==> src/rtl/add_sub_seq.sv <==
// add_sub_seq: multi-cycle signed adder/subtractor.
// The operation is started with start. Operand A and operand B (B is inverted
// for subtract) are captured on that edge. Each RUN cycle then adds one
// CHUNK-bit slice, starting from the least significant slice, with a rippled
// carry. The result and the flags are published only on the completion edge.
//
// Ports:
//   clk    - clock; all state updates on the rising edge
//   rst_n  - synchronous active-low reset
//   start  - request; ignored while busy
//   op     - 0 = a + b, 1 = a - b
//   a, b   - WIDTH-bit two's-complement operands
//   busy   - high while the chunks are being summed (RUN)
//   done   - one-cycle completion pulse (DONE)
//   out    - result of the last completed operation
//   cf     - {OF, SF, ZF} of the last completed operation
//   cout   - carry out of the MSB of the last completed operation
//
// state | meaning
// IDLE  | waiting for start
// RUN   | summing chunk k_q; result published with the last chunk
// DONE  | done pulse; start here chains the next operation directly

module add_sub_seq #(
    parameter int WIDTH = 64,
    parameter int CHUNK = 16
) (
    input  logic             clk,
    input  logic             rst_n,
    input  logic             start,
    input  logic             op,
    input  logic [WIDTH-1:0] a,
    input  logic [WIDTH-1:0] b,
    output logic             busy,
    output logic             done,
    output logic [WIDTH-1:0] out,
    output logic [2:0]       cf,
    output logic             cout
);

    localparam int N  = WIDTH / CHUNK;
    localparam int KW = (N > 1) ? $clog2(N) : 1;
    localparam logic [KW-1:0] K_LAST = KW'(N - 1);

    typedef enum logic [1:0] {
        IDLE = 2'd0,
        RUN  = 2'd1,
        DONE = 2'd2
    } state_t;

    state_t           state_q;
    state_t           state_d;

    logic [WIDTH-1:0] a_q;
    logic [WIDTH-1:0] b_q;
    logic [WIDTH-1:0] part_q;
    logic             carry_q;
    logic [KW-1:0]    k_q;

    logic [CHUNK-1:0] a_chunk;
    logic [CHUNK-1:0] b_chunk;
    logic [CHUNK-1:0] chunk_sum;
    logic             chunk_cout;
    logic             msb_cin;
    logic [WIDTH-1:0] full_sum;
    logic             last_chunk;
    logic             capture;

    always_comb begin
        a_chunk = a_q[k_q*CHUNK +: CHUNK];
        b_chunk = b_q[k_q*CHUNK +: CHUNK];
        {chunk_cout, chunk_sum} = {1'b0, a_chunk} + {1'b0, b_chunk}
                                + {{CHUNK{1'b0}}, carry_q};
        // Carry into the MSB. This value is meaningful only on the last chunk,
        // which holds the MSB.
        msb_cin = a_chunk[CHUNK-1] ^ b_chunk[CHUNK-1] ^ chunk_sum[CHUNK-1];
        // The final result is the stored lower chunks plus the slice being
        // summed now. The flags are therefore taken from the full word and
        // never from a partial result.
        full_sum = part_q;
        full_sum[k_q*CHUNK +: CHUNK] = chunk_sum;
        last_chunk = (k_q == K_LAST);
        capture = start && (state_q != RUN);
    end

    always_ff @(posedge clk) begin
        if (!rst_n) begin
            state_q <= IDLE;
        end else begin
            state_q <= state_d;
        end
    end

    always_comb begin
        state_d = state_q;
        busy    = 1'b0;
        done    = 1'b0;
        case (state_q)
            IDLE: begin
                if (start) state_d = RUN;
            end
            RUN: begin
                busy = 1'b1;
                if (last_chunk) state_d = DONE;
            end
            DONE: begin
                done    = 1'b1;
                state_d = start ? RUN : IDLE;
            end
            default: state_d = IDLE;
        endcase
    end

    always_ff @(posedge clk) begin
        if (!rst_n) begin
            a_q     <= '0;
            b_q     <= '0;
            part_q  <= '0;
            carry_q <= 1'b0;
            k_q     <= '0;
            out     <= '0;
            cf      <= 3'b000;
            cout    <= 1'b0;
        end else if (capture) begin
            // Subtraction is a + ~b + 1. The +1 enters as the initial carry.
            a_q     <= a;
            b_q     <= op ? ~b : b;
            carry_q <= op;
            k_q     <= '0;
        end else if (state_q == RUN) begin
            part_q[k_q*CHUNK +: CHUNK] <= chunk_sum;
            carry_q <= chunk_cout;
            k_q     <= k_q + 1'b1;
            if (last_chunk) begin
                out  <= full_sum;
                cout <= chunk_cout;
                cf   <= {msb_cin ^ chunk_cout, full_sum[WIDTH-1], full_sum == '0};
            end
        end
    end

endmodule

==> config.mk <==
export PLATFORM = sky130hd
export DESIGN_NAME = add_sub_seq
export DESIGN_NICKNAME = d
export VERILOG_FILES = /design/src/rtl/add_sub_seq.sv
export SDC_FILE = /design/constraint.sdc
export NUM_CORES = 1
export LEC_CHECK = 0
export ABC_AREA = 1
export BUFFER_PORTS_ARGS = -buffer_cell sky130_fd_sc_hd__buf_2
export CELL_PAD_IN_SITES_DETAIL_PLACEMENT = 1
export CELL_PAD_IN_SITES_GLOBAL_PLACEMENT = 1
export CORE_MARGIN = 4
export CORE_UTILIZATION = 45
export CTS_BUF_LIST = sky130_fd_sc_hd__clkbuf_4
export DETAILED_ROUTE_END_ITERATION = 16
export MAX_ROUTING_LAYER = met4
export PLACE_DENSITY_LB_ADDON = 0.1
export SLEW_MARGIN = 10
export SYNTH_ARGS = -nofsm -noshare
export SYNTH_HDL_FRONTEND = slang
export SYNTH_SLANG_ARGS = --single-unit
==> constraint.sdc <==
create_clock -name clk -period 6.25 [get_ports clk]
set_clock_uncertainty 0.2 [all_clocks]
set_input_delay 1.25 -clock clk [delete_from_list [all_inputs] [get_ports clk]]
set_output_delay 1.25 -clock clk [all_outputs]
set_load 0.01 [all_outputs]
==> results of run 1 <==
power by group through the flow:
stage | logic (W) | registers [W] | clock network [W]
after floorplan | 0.000590 | 0.00187 | 0
after global placement | 0.000853 | 0.00188 | 0
after detailed placement | 0.000876 | 0.00189 | 0
after CTS | 0.000882 | 0.00185 | 0.00162
after global routing | 0.000991 | 0.00186 | 0.00172
final | 0.000891 | 0.00185 | 0.00157
area by class of cell:
class | count | share of cell area, %
Multi-Input combinational cell | 1276 | 43.1
Sequential cell | 264 | 34.9
Timing Repair Buffer | 219 | 7.56
Inverter | 214 | 5.31
Clock buffer | 107 | 5.30
Tap cell | 384 | 3.17
Clock inverter | 17 | 0.635
Antenna cell | 2 | 0.0330
cells by family (layout without fill, tap and decap cells):
group	count (synthesis)	in the layout	synth area share (%)
other	0	2	0
adder cells (fa/ha/maj)	23	23	2.31
AND/OR/NAND/NOR	734	734	23.3
AO/OA/AOI/OAI	454	454	19.8
flip-flops	264	264	40.3
buffers and inverters	341	557	9.90
XOR/XNOR	65	65	4.34
Yosys cell counts (all sizes together):
library cell / instances
ha: 21
fa: 2
clkbuf: 102
inv: 214
o211a: 1
and2: 4
o21bai: 39
nand2: 259
nand4: 38
xnor2: 64
a22oi: 1
buf: 25
o21ai: 277
nand3: 89
a211oi: 33
o21a: 5
a21oi: 41
nor3: 1
o211ai: 21
dfxtp: 264
o22ai: 36
xor2: 1
nor2: 341
or2: 2
per-stage QoR:
stage | hold slack (ns) | instances | util, % | setup slack (ns)
final | 0.267 | 2483 | 52.8 | 1.73
after global routing | 0.297 | 2483 | 52.8 | 1.37
after CTS | 0.273 | 2481 | 52.8 | 1.80
after detailed placement | 0.263 | 2357 | 49.7 | 1.85
after global placement | 0.256 | 2357 | 49.7 | 1.88
after floorplan | 0.248 | 1881 | - | 2.62
registers in the layout, summed over array words and instances, names as in the netlist, 2 cells and up:
name,flops
a_q,64
b_q,64
part_q,64
out,63
cf,3
k_q,2
state_q,2
per-layer routing:
layer | vias to the layer above | global-route usage [%] | routed length (um)
met4 | 0 | 7.16 | 752
met3 | 54 | 5.40 | 2850
met2 | 389 | 43.3 | 20100
met5 | - | - | 0
li1 | 6484 | - | -
met1 | 6307 | 40.1 | 21300
worst register-to-register path, delay by kind of cell (launching register included):
| family | cells | cell delay (ns) |
|---|---|---|
| flops | 1 | 0.33 |
| fa+ha+maj | 1 | 0.36 |
| simple gates | 14 | 1.50 |
| compound gates | 4 | 0.95 |
| buf+inv | 3 | 1.10 |
path summary, 6_finish.rpt:
kind / slack, ns / to / startpoint / cells past startpoint
worst min register to register: 0.27 / out[6] / out[6] / 2
worst min-delay path: 0.27 / out[6] / out[6] / 2
worst max-delay path: 1.73 / cf[0] / k_q[0] / 22
worst max register to register: 1.73 / cf[0] / k_q[0] / 22
cell usage in the layout (no fill, tap or decap), types with 36 or more instances in the layout:
master / synthesis / final
sky130_fd_sc_hd__o21ai_0: 268 / 268
sky130_fd_sc_hd__buf_2: 11 / 199
sky130_fd_sc_hd__clkbuf_4: 0 / 107
sky130_fd_sc_hd__inv_1: 201 / 200
sky130_fd_sc_hd__nand2_1: 242 / 241
sky130_fd_sc_hd__nand4_1: 38 / 38
sky130_fd_sc_hd__o22ai_1: 36 / 36
sky130_fd_sc_hd__a21oi_1: 37 / 37
sky130_fd_sc_hd__dfxtp_1: 264 / 263
sky130_fd_sc_hd__nand3_1: 83 / 83
sky130_fd_sc_hd__nor2_1: 338 / 336
sky130_fd_sc_hd__o21bai_1: 39 / 39
sky130_fd_sc_hd__xnor2_1: 64 / 64
==> results.tsv, run 1 <==
stage	metric	value	unit
power_and_ir_drop	p_int	0.00289	W
power_and_ir_drop	power.combinational.fraction	20.6	%
sta	peak_freq	0.221	GHz
placement	dp_hpwl	31400	um
placement	dpl-instance-area	0.0143	sq mm
floorplan	area_of_the_die	0.0319	sq mm
global_route	overflow	0	
drt	routed_via_density	5.33	
setup_path	timing.critical_path.to_type	register	
clock_tree	cts_tree	built	
sta	maxSlewViolCount	0	
sta	rsz0062_at_grt	no	
logic_synthesis	syn_inst	1881	
logic_synthesis	synth_seq_cells	264	
flow_run	maxCapViolCount	0	
setup_path	crit_family	simple AND/OR/NAND/NOR gates	
setup_path	critical_path.startpoint_type	register	
logic_synthesis	yosys-top-cells-area	sky130_fd_sc_hd__dfxtp_1 40%, sky130_fd_sc_hd__o21ai_0 10%, sky130_fd_sc_hd__nor2_1 9.7%, sky130_fd_sc_hd__nand2_1 6.9%, sky130_fd_sc_hd__inv_1 5.8%	
clock_tree	clkSlewWorstSetupHoldPaths	0.06	ns
setup_path	crit_arrival	4.92	ns
power_and_ir_drop	totalPowerFinal	0.00432	W
setup_path	worstPathCellList	buf_4 > buf_4 > o21ai_0 > o22ai_1 > ha_1 > nand2_1 > nand2_1 > inv_1 > nand2_1 > nand2_1 > nand3_1 > nand2_1 > nand2_1 > nand2_1 > o21ai_0 > nor2_1 > nand2_1 > nor2_1 > nand2_1 > nor2_1 > nand2_1 > a21oi_2	
clock_tree	postCtsHoldBufs	0	
sta	setup-tns-final	0	ns
drt	number_of_routed_nets_with_antenna_violations	0	
worst_hold_path	min_path_type	register to register	
sta	finalWorstPathRequiredPeriod	4.52	ns
floorplan	floorplan.die.height	179	um
sta	timing.max_slew.rel_slack	34.5	%
power_and_ir_drop	peakVddDrop	0.149	mV
clock_tree	ctsResizeCount	0	
global_route	grt_start_max_net_pins	97	
clock_tree	clock_buffers_created_by_tritoncts	75	
logic_synthesis	yosysTopAreaCellShare	40.3	%
clock_tree	cts.sinks	264	
layout	final_area	0.0152	sq mm
logic_synthesis	synthesis.nets	2036	
layout	layout-drive-gt1-share	18.2	%
power_and_ir_drop	power.clock.fraction	36.5	%
setup_path	timing.critical_path.slowest_stage_cell	sky130_fd_sc_hd__buf_4	
drt	first_pass_iters	4	
drt	initial_detailed_routing_violation_count	781	
layout	fillerInstances	3886	
placement	finalWeightedCongestion	0.929	
logic_synthesis	syn-mean-instance-area	6.97	sq um
drt	post_drt_wl_per_cell	18.1	um
floorplan	initial_utilization	45.7	%
setup_path	worstPathRequired	6.65	ns
clock_tree	max-clock-path-buffers	3	
logic_synthesis	post-synth-top-area-cell	sky130_fd_sc_hd__dfxtp_1	
clock_tree	clock_tree.htree_level_count	3	
global_route	grt_pass1_vias	13200	
global_route	grt_util_all_layers	28.7	%
sta	post-route-period-util	72.4	%
drt	postRouteWirelength	45100	um
logic_synthesis	netlist_area	0.0131	sq mm
drt	route.detailed.drc	0	
power_and_ir_drop	p_switching	0.00142	W
power_and_ir_drop	seq_power_share	42.9	%
clock_tree	postCtsSetupRepairBufs	0	
power_and_ir_drop	fraction_of_power_spent_switching_nets	33.0	%
layout	nNetsFinal	2205	
setup_path	critical_path_peak_fanout	66	
clock_tree	root_buffer	sky130_fd_sc_hd__clkbuf_4	
drt	vias	13200	
logic_synthesis	yosysSeqAreaShare	40.3	%
setup_path	critical_path_buf_inv_count	3	
clock_tree	clock_insertion_delay_worst_skew	0.70	ns
sta	timing_worst_slew_pin_value	0.981	ns
floorplan	floorplan.die.width	179	um
layout	multiInputGateArea	0.00654	sq mm
setup_path	critical-path-top-cell-by-count	sky130_fd_sc_hd__nand2_1	
sta	report.final.setup_viol	0	
layout	sequential_cell_area	0.00529	sq mm
logic_synthesis	netlist-cell-type-count	34	
global_route	grt_antenna_before_repair	3	
power_and_ir_drop	power-per-cell-area	285	mW/mm^2
floorplan	standard_cell_rows	62	
sta	hold_violations	0	
floorplan	pin_count	202	
outcome	outcome	completed	
global_route	grt_first_pass_wirelength	71200	um
layout	area_delta_synth_final	15.7	%
floorplan	floorplan.core_area	0.0287	sq mm
logic_synthesis	ys_warn_count	0	
setup_path	max_stage_delay	0.64	ns
placement	numPortBuffers	201	
setup_path	critPathKind	register to register	
power_and_ir_drop	leakage	7.60	nW
No activity file was read; power rests on OpenSTA's default activity.
==> run 2, diff against run 1 <==
--- a/config.mk
+++ b/config.mk
@@ -10,7 +10,7 @@
 export CELL_PAD_IN_SITES_DETAIL_PLACEMENT = 1
 export CELL_PAD_IN_SITES_GLOBAL_PLACEMENT = 1
 export CORE_MARGIN = 4
-export CORE_UTILIZATION = 45
+export CORE_UTILIZATION = 42
 export CTS_BUF_LIST = sky130_fd_sc_hd__clkbuf_4
 export DETAILED_ROUTE_END_ITERATION = 16
 export MAX_ROUTING_LAYER = met4
==> constraint.sdc (replaced) <==
create_clock -name clk -period 4.7 [get_ports clk]
set_clock_uncertainty 0.2 [all_clocks]
set_input_delay 0.94 -clock clk [delete_from_list [all_inputs] [get_ports clk]]
set_output_delay 0.94 -clock clk [all_outputs]
set_load 0.01 [all_outputs]
==> run 2 against run 1 <==
Effect of this change: total power rose by 35%; critical path type unchanged; via count rose by 0.47%; highest routed layer unchanged; sequential power rose by 33%; worst hold slack got worse by 0.0022 ns; die area rose by 6.8%; clock power rose by 39%; maximum frequency rose by 8.5%; cell area rose by 0.73%; utilization fell by 3.0 points; routed wire length fell by 0.29%; register-to-register slack got worse by 1.2 ns.
==> results.tsv, run 2 (synthesis results as in run 1) <==
stage	metric	value	unit	change
outcome	outcome	completed		
sta	hold_violations	0		unchanged
sta	peak_freq	0.240	GHz	+8.5%
global_route	grt_util_all_layers	27.0	%	-1.7 points
global_route	grt_first_pass_wirelength	71600	um	+0.53%
floorplan	floorplan.core_area	0.0307	sq mm	+6.9%
setup_path	timing.critical_path.to_type	register		
drt	routed_via_density	5.31		-0.41%
placement	dp_hpwl	31400	um	-0.20%
power_and_ir_drop	peakVddDrop	0.209	mV	+40%
layout	area_delta_synth_final	16.6	%	
floorplan	initial_utilization	42.7	%	-2.9 points
setup_path	critical_path.startpoint_type	register		
placement	dp_worst_setup_slack	0.619	ns	-1.23 ns
worst_hold_path	min_path_type	register to register		
clock_tree	ctsResizeCount	0		unchanged
sta	post-route-period-util	88.7	%	+16 points
setup_path	critPathKind	register to register		
sta	final_critical_path_setup_slack	0.530	ns	-1.20 ns
clock_tree	max-clock-path-buffers	3		unchanged
sta	timing_worst_slew_pin_value	0.993	ns	+0.0123 ns
setup_path	crit_arrival	4.58	ns	-0.34 ns
sta	finalHoldWorstSlack	0.265	ns	-0.00221 ns
drt	postRouteWirelength	44900	um	-0.29%
layout	most-common-layout-cells	336 x sky130_fd_sc_hd__nor2_1, 268 x sky130_fd_sc_hd__o21ai_0, 263 x sky130_fd_sc_hd__dfxtp_1		
layout	largestRegisters	a_q x64, b_q x64, part_q x64		
clock_tree	clock_tree.htree_level_count	3		unchanged
clock_tree	clkSlewWorstSetupHoldPaths	0.06	ns	about the same
layout	leading_cell_type_in_the_layout_fill_and_taps_excluded	sky130_fd_sc_hd__nor2_1		
floorplan	floorplan.die.width	185	um	+3.4%
drt	initial_detailed_routing_violation_count	719		-7.9%
clock_tree	postCtsHoldBufs	0		unchanged
global_route	grt_start_max_net_pins	97		unchanged
sta	report.final.setup_viol	0		unchanged
drt	route.detailed.drc	0		unchanged
placement	numPortBuffers	201		unchanged
layout	layout-drive-gt1-share	18.4	%	+0.20 points
layout	nNetsFinal	2211		+0.27%
clock_tree	cts_tree	built		
clock_tree	clock_insertion_delay_worst_skew	0.72	ns	+0.02 ns
drt	number_of_routed_nets_with_antenna_violations	0		unchanged
placement	finalWeightedCongestion	0.905		-2.6%
sta	maxSlewViolCount	0		unchanged
drt	vias	13300		+0.47%
flow_run	maxCapViolCount	0		unchanged
drt	first_pass_iters	5		+1
clock_tree	postCtsSetupRepairBufs	0		unchanged
floorplan	pin_count	202		unchanged
sta	setup-tns-final	0	ns	unchanged
power_and_ir_drop	leakage	7.64	nW	+0.53%
global_route	grt_antenna_before_repair	2		-1
power_and_ir_drop	totalPowerFinal	0.00583	W	+35%
sta	finalWorstPathRequiredPeriod	4.17	ns	-0.355 ns
drt	post_drt_wl_per_cell	17.9	um	-1.2%
setup_path	worstPathRequired	5.11	ns	-1.54 ns
clock_tree	cts.sinks	264		unchanged
clock_tree	clock_buffers_created_by_tritoncts	79		+5.3%
global_route	grt_pass1_vias	13500		+2.4%
setup_path	critical_path_peak_fanout	66		unchanged
global_route	overflow	0		unchanged
floorplan	area_of_the_die	0.0341	sq mm	+6.8%
power_and_ir_drop	power-per-cell-area	382	mW/mm^2	+34%
sta	rsz0062_at_grt	no		
floorplan	standard_cell_rows	64		+3.2%
clock_tree	root_buffer	sky130_fd_sc_hd__clkbuf_4		
floorplan	floorplan.die.height	185	um	+3.4%
sta	timing.max_slew.rel_slack	33.8	%	-0.72 points
## run 2: power breakdown
part	internal [W]	switching, W	total (W)
sequential	0.00239	0.0000770	0.00246
clock	0.00118	0.00100	0.00218
combinational	0.000371	0.000814	0.00118
## run 2: layer usage
metal	vias up	global-route usage [%]	share of wire, %
met5	-	-	0
met4	0	8.49	2.5
met3	90	4.80	5.1
met2	331	41.0	44
met1	6376	36.8	48
li1	6499	-	-
## run 2: final cells by class
class	instances	area [sq um]
fillers	4116	15400
diodes	2	5.00
inverters	214	806
multi-input cells	1276	6540
flip-flops and latches	264	5290
clock buffers	110	826
clock inverters	22	143
well taps	396	495
repair buffers	221	1170
## run 2: path summary, 6_finish.rpt
check / start / endpoint / slack, ns / cells past startpoint
setup reg to reg: k_q[0] / cf[0] / 0.53 / 20
hold / removal: out[3] / out[3] / 0.26 / 2
setup / recovery: k_q[0] / cf[0] / 0.53 / 20
hold reg to reg: out[3] / out[3] / 0.26 / 2
## run 2: critical path, cell delays in order (launching register included)
cell                      delay [ns]
sky130_fd_sc_hd__dfxtp_2        0.32
sky130_fd_sc_hd__buf_4          0.30
sky130_fd_sc_hd__o21ai_0        0.25
sky130_fd_sc_hd__o22ai_1        0.12
sky130_fd_sc_hd__fa_1           0.50
sky130_fd_sc_hd__fa_1           0.50
sky130_fd_sc_hd__nand2_2        0.13
sky130_fd_sc_hd__nand2_2        0.07
sky130_fd_sc_hd__nand3_2        0.08
sky130_fd_sc_hd__nand2_2        0.07
sky130_fd_sc_hd__nand2_1        0.06
sky130_fd_sc_hd__nand2_1        0.19
sky130_fd_sc_hd__nand4_1        0.14
sky130_fd_sc_hd__o21ai_0        0.23
sky130_fd_sc_hd__nor2_1         0.16
sky130_fd_sc_hd__nand2_1        0.07
sky130_fd_sc_hd__nor2_1         0.21
sky130_fd_sc_hd__nand3_1        0.12
sky130_fd_sc_hd__nor2_1         0.13
sky130_fd_sc_hd__nand2_1        0.07
sky130_fd_sc_hd__a21oi_2        0.13
## run 2: metrics by stage
stage                     instances  area, sq um  utilization, %
after global routing           2505        15300            49.8
final                          2505        15300            49.8
after floorplan                1881        13100               -
after global placement         2371        14300            46.6
after detailed placement       2371        14300            46.6
after CTS                      2503        15300            49.8
==> run 3, diff against run 2 <==
--- a/config.mk
+++ b/config.mk
@@ -15,6 +15,7 @@
 export DETAILED_ROUTE_END_ITERATION = 16
 export MAX_ROUTING_LAYER = met4
 export PLACE_DENSITY_LB_ADDON = 0.1
+export REMOVE_ABC_BUFFERS = 1
 export SLEW_MARGIN = 10
 export SYNTH_ARGS = -nofsm -noshare
 export SYNTH_HDL_FRONTEND = slang
==> run 3 against run 2 <==
Effect of this change: maximum frequency is 3.5% higher; largest cell class unchanged; non-clock buffer count is 4 lower; clock-buffer cell count is 4 higher; worst hold slack better by 0.0094 ns; register-to-register slack better by 0.14 ns; first-iteration DRC count is 3.6% higher; utilization is 0.061 points higher; critical endpoint unchanged; setup slack better by 0.14 ns; total power is 2.0% higher; via count is 1.1% lower.
==> results.tsv, run 3 (synthesis results as in run 1) <==
stage	metric	value	unit	change
global_route	grt_start_max_net_pins	106		+9.3%
drt	vias	13100		-1.1%
drt	number_of_routed_nets_with_antenna_violations	0		unchanged
setup_path	worstPathRequired	5.14	ns	+0.03 ns
sta	rsz0062_at_grt	no		
placement	finalWeightedCongestion	0.903		-0.30%
layout	nNetsFinal	2205		-0.27%
drt	initial_detailed_routing_violation_count	745		+3.6%
worst_hold_path	min_path_type	register to register		
layout	area_delta_synth_final	16.7	%	
sta	timing_worst_slew_pin_value	1.21	ns	+0.222 ns
drt	route.layer.met1.wl	21000	um	-2.7%
drt	wl_met2	19800	um	-0.88%
drt	post_drt_wl_per_cell	17.6	um	-1.6%
layout	most-common-layout-cells	336 x sky130_fd_sc_hd__nor2_1, 268 x sky130_fd_sc_hd__o21ai_0, 263 x sky130_fd_sc_hd__dfxtp_1		
drt	wl_met3	2180	um	-5.1%
floorplan	floorplan.die.width	185	um	unchanged
placement	dp_hpwl	29900	um	-4.6%
placement	dp_worst_setup_slack	0.755	ns	+0.135 ns
outcome	outcome	completed		
clock_tree	clkSlewWorstSetupHoldPaths	0.07	ns	about the same
sta	final_critical_path_setup_slack	0.670	ns	+0.140 ns
floorplan	floorplan.core_area	0.0307	sq mm	unchanged
sta	timing.max_slew.rel_slack	18.7	%	-15 points
clock_tree	postCtsHoldBufs	0		unchanged
power_and_ir_drop	power-per-cell-area	389	mW/mm^2	+1.9%
sta	report.final.setup_viol	0		unchanged
floorplan	initial_utilization	42.7	%	unchanged
setup_path	crit_arrival	4.47	ns	-0.11 ns
sta	peak_freq	0.248	GHz	+3.5%
sta	post-route-period-util	85.7	%	-3.0 points
setup_path	cp-startpoint	k_q[0]		
clock_tree	cts_tree	built		
sta	hold_violations	0		unchanged
power_and_ir_drop	leakage	7.65	nW	about the same
drt	first_pass_iters	5		unchanged
setup_path	r2r_start	k_q[0]		
sta	maxSlewViolCount	0		unchanged
sta	finalHoldWorstSlack	0.274	ns	+0.00940 ns
global_route	overflow	0		unchanged
floorplan	area_of_the_die	0.0341	sq mm	unchanged
setup_path	reg2reg_slack	0.67	ns	+0.14 ns
clock_tree	ctsResizeCount	0		unchanged
floorplan	floorplan.die.height	185	um	unchanged
clock_tree	max-clock-path-buffers	3		unchanged
power_and_ir_drop	peakVddDrop	0.183	mV	-12%
clock_tree	root_buffer	sky130_fd_sc_hd__clkbuf_4		
global_route	grt_first_pass_wirelength	70400	um	-1.7%
clock_tree	clock_insertion_delay_worst_skew	0.72	ns	about the same
drt	postRouteWirelength	44100	um	-1.9%
floorplan	pin_count	202		unchanged
sta	finalWorstPathRequiredPeriod	4.03	ns	-0.140 ns
layout	layout-drive-gt1-share	18.5	%	+0.11 points
drt	route.detailed.drc	0		unchanged
drt	maxUsedRoutingLayer	met4		
clock_tree	clock_buffers_created_by_tritoncts	77		-2.5%
layout	largestRegisters	a_q x64, b_q x64, part_q x64		
clock_tree	cts.sinks	264		unchanged
placement	numPortBuffers	201		unchanged
worst_hold_path	timing.hold.worst.start	out[4]		
clock_tree	clock_tree.htree_level_count	3		unchanged
drt	routed_via_density	5.26		-0.85%
setup_path	critPathKind	register to register		
global_route	grt_pass1_vias	13300		-1.7%
setup_path	critical_path_peak_fanout	26		-61%
flow_run	maxCapViolCount	0		unchanged
floorplan	standard_cell_rows	64		unchanged
layout	leading_cell_type_in_the_layout_fill_and_taps_excluded	sky130_fd_sc_hd__nor2_1		
layout	postLayoutCoreUtil	49.9	%	+0.061 points
setup_path	critical_path.startpoint_type	register		
setup_path	timing.critical_path.to_type	register		
global_route	grt_util_all_layers	26.2	%	-0.78 points
sta	setup-tns-final	0	ns	unchanged
global_route	grt_antenna_before_repair	1		-1
clock_tree	postCtsSetupRepairBufs	0		unchanged
power_and_ir_drop	totalPowerFinal	0.00595	W	+2.0%
==> run 3: cell count changes in the layout (fill, tap and decap cells not counted), sizes merged <==
cell      previous run  this run
clkinv              16        11
bufinv               2         3
clkinvlp             2         1
inv                216       214
clkbuf             110       114
buf                221       217
==> run 3: worst paths after layout <==
kind / endpoint / cells after the start
worst max-delay path: cf[0] / 22
worst min-delay path: out[4] / 2
worst max register to register: cf[0] / 22
worst min register to register: out[4] / 2
==> run 3: final cells by class <==
type                            count  area (sq um)
Antenna cell                        2          5.00
Inverter                          214           806
Clock inverter                     15           154
Sequential cell                   264          5290
Fill cell                        4051         15400
Multi-Input combinational cell   1276          6550
Timing Repair Buffer              217          1140
Tap cell                          396           495
Clock buffer                      114           856
==> run 3: metrics by stage <==
stage / area [sq um] / std cells
detailed placement: 14300 / 2367
floorplan: 12600 / 1754
finish: 15300 / 2498
global placement: 14300 / 2367
CTS: 15300 / 2496
global route: 15300 / 2498
==> run 3: report_power, final <==
group,total [W],switching [W],leakage (nW),internal [W]
Clock,0.00231,0.00104,0.592,0.00127
Combinational,0.00117,0.000802,4.89,0.000372
Sequential,0.00246,0.0000776,2.17,0.00238
==> run 3: worst max-delay path, cell delays in order (launching register included) <==
cell	delay (ns)
sky130_fd_sc_hd__dfxtp_4	0.53
sky130_fd_sc_hd__inv_2	0.12
sky130_fd_sc_hd__o21ai_0	0.23
sky130_fd_sc_hd__o22ai_1	0.13
sky130_fd_sc_hd__fa_1	0.50
sky130_fd_sc_hd__fa_1	0.48
sky130_fd_sc_hd__nand2_2	0.12
sky130_fd_sc_hd__nand2_2	0.07
sky130_fd_sc_hd__nand3_2	0.08
sky130_fd_sc_hd__nand2_2	0.06
sky130_fd_sc_hd__nand2_1	0.05
sky130_fd_sc_hd__nand2_1	0.20
sky130_fd_sc_hd__nand2_1	0.13
sky130_fd_sc_hd__nand2_1	0.11
sky130_fd_sc_hd__nor2_1	0.20
sky130_fd_sc_hd__nand2_1	0.07
sky130_fd_sc_hd__nor2_1	0.09
sky130_fd_sc_hd__nand3_1	0.14
sky130_fd_sc_hd__nor2_1	0.12
sky130_fd_sc_hd__nand2_1	0.06
sky130_fd_sc_hd__nor2_1	0.08
sky130_fd_sc_hd__nand2_1	0.06
sky130_fd_sc_hd__a21oi_2	0.10
==> run 3: layer usage <==
layer | track usage (%) | vias to the layer above
li1 | - | 6474
met1 | 35.0 | 6279
met2 | 40.6 | 308
met3 | 4.40 | 85
met4 | 8.66 | 0
met5 | - | -
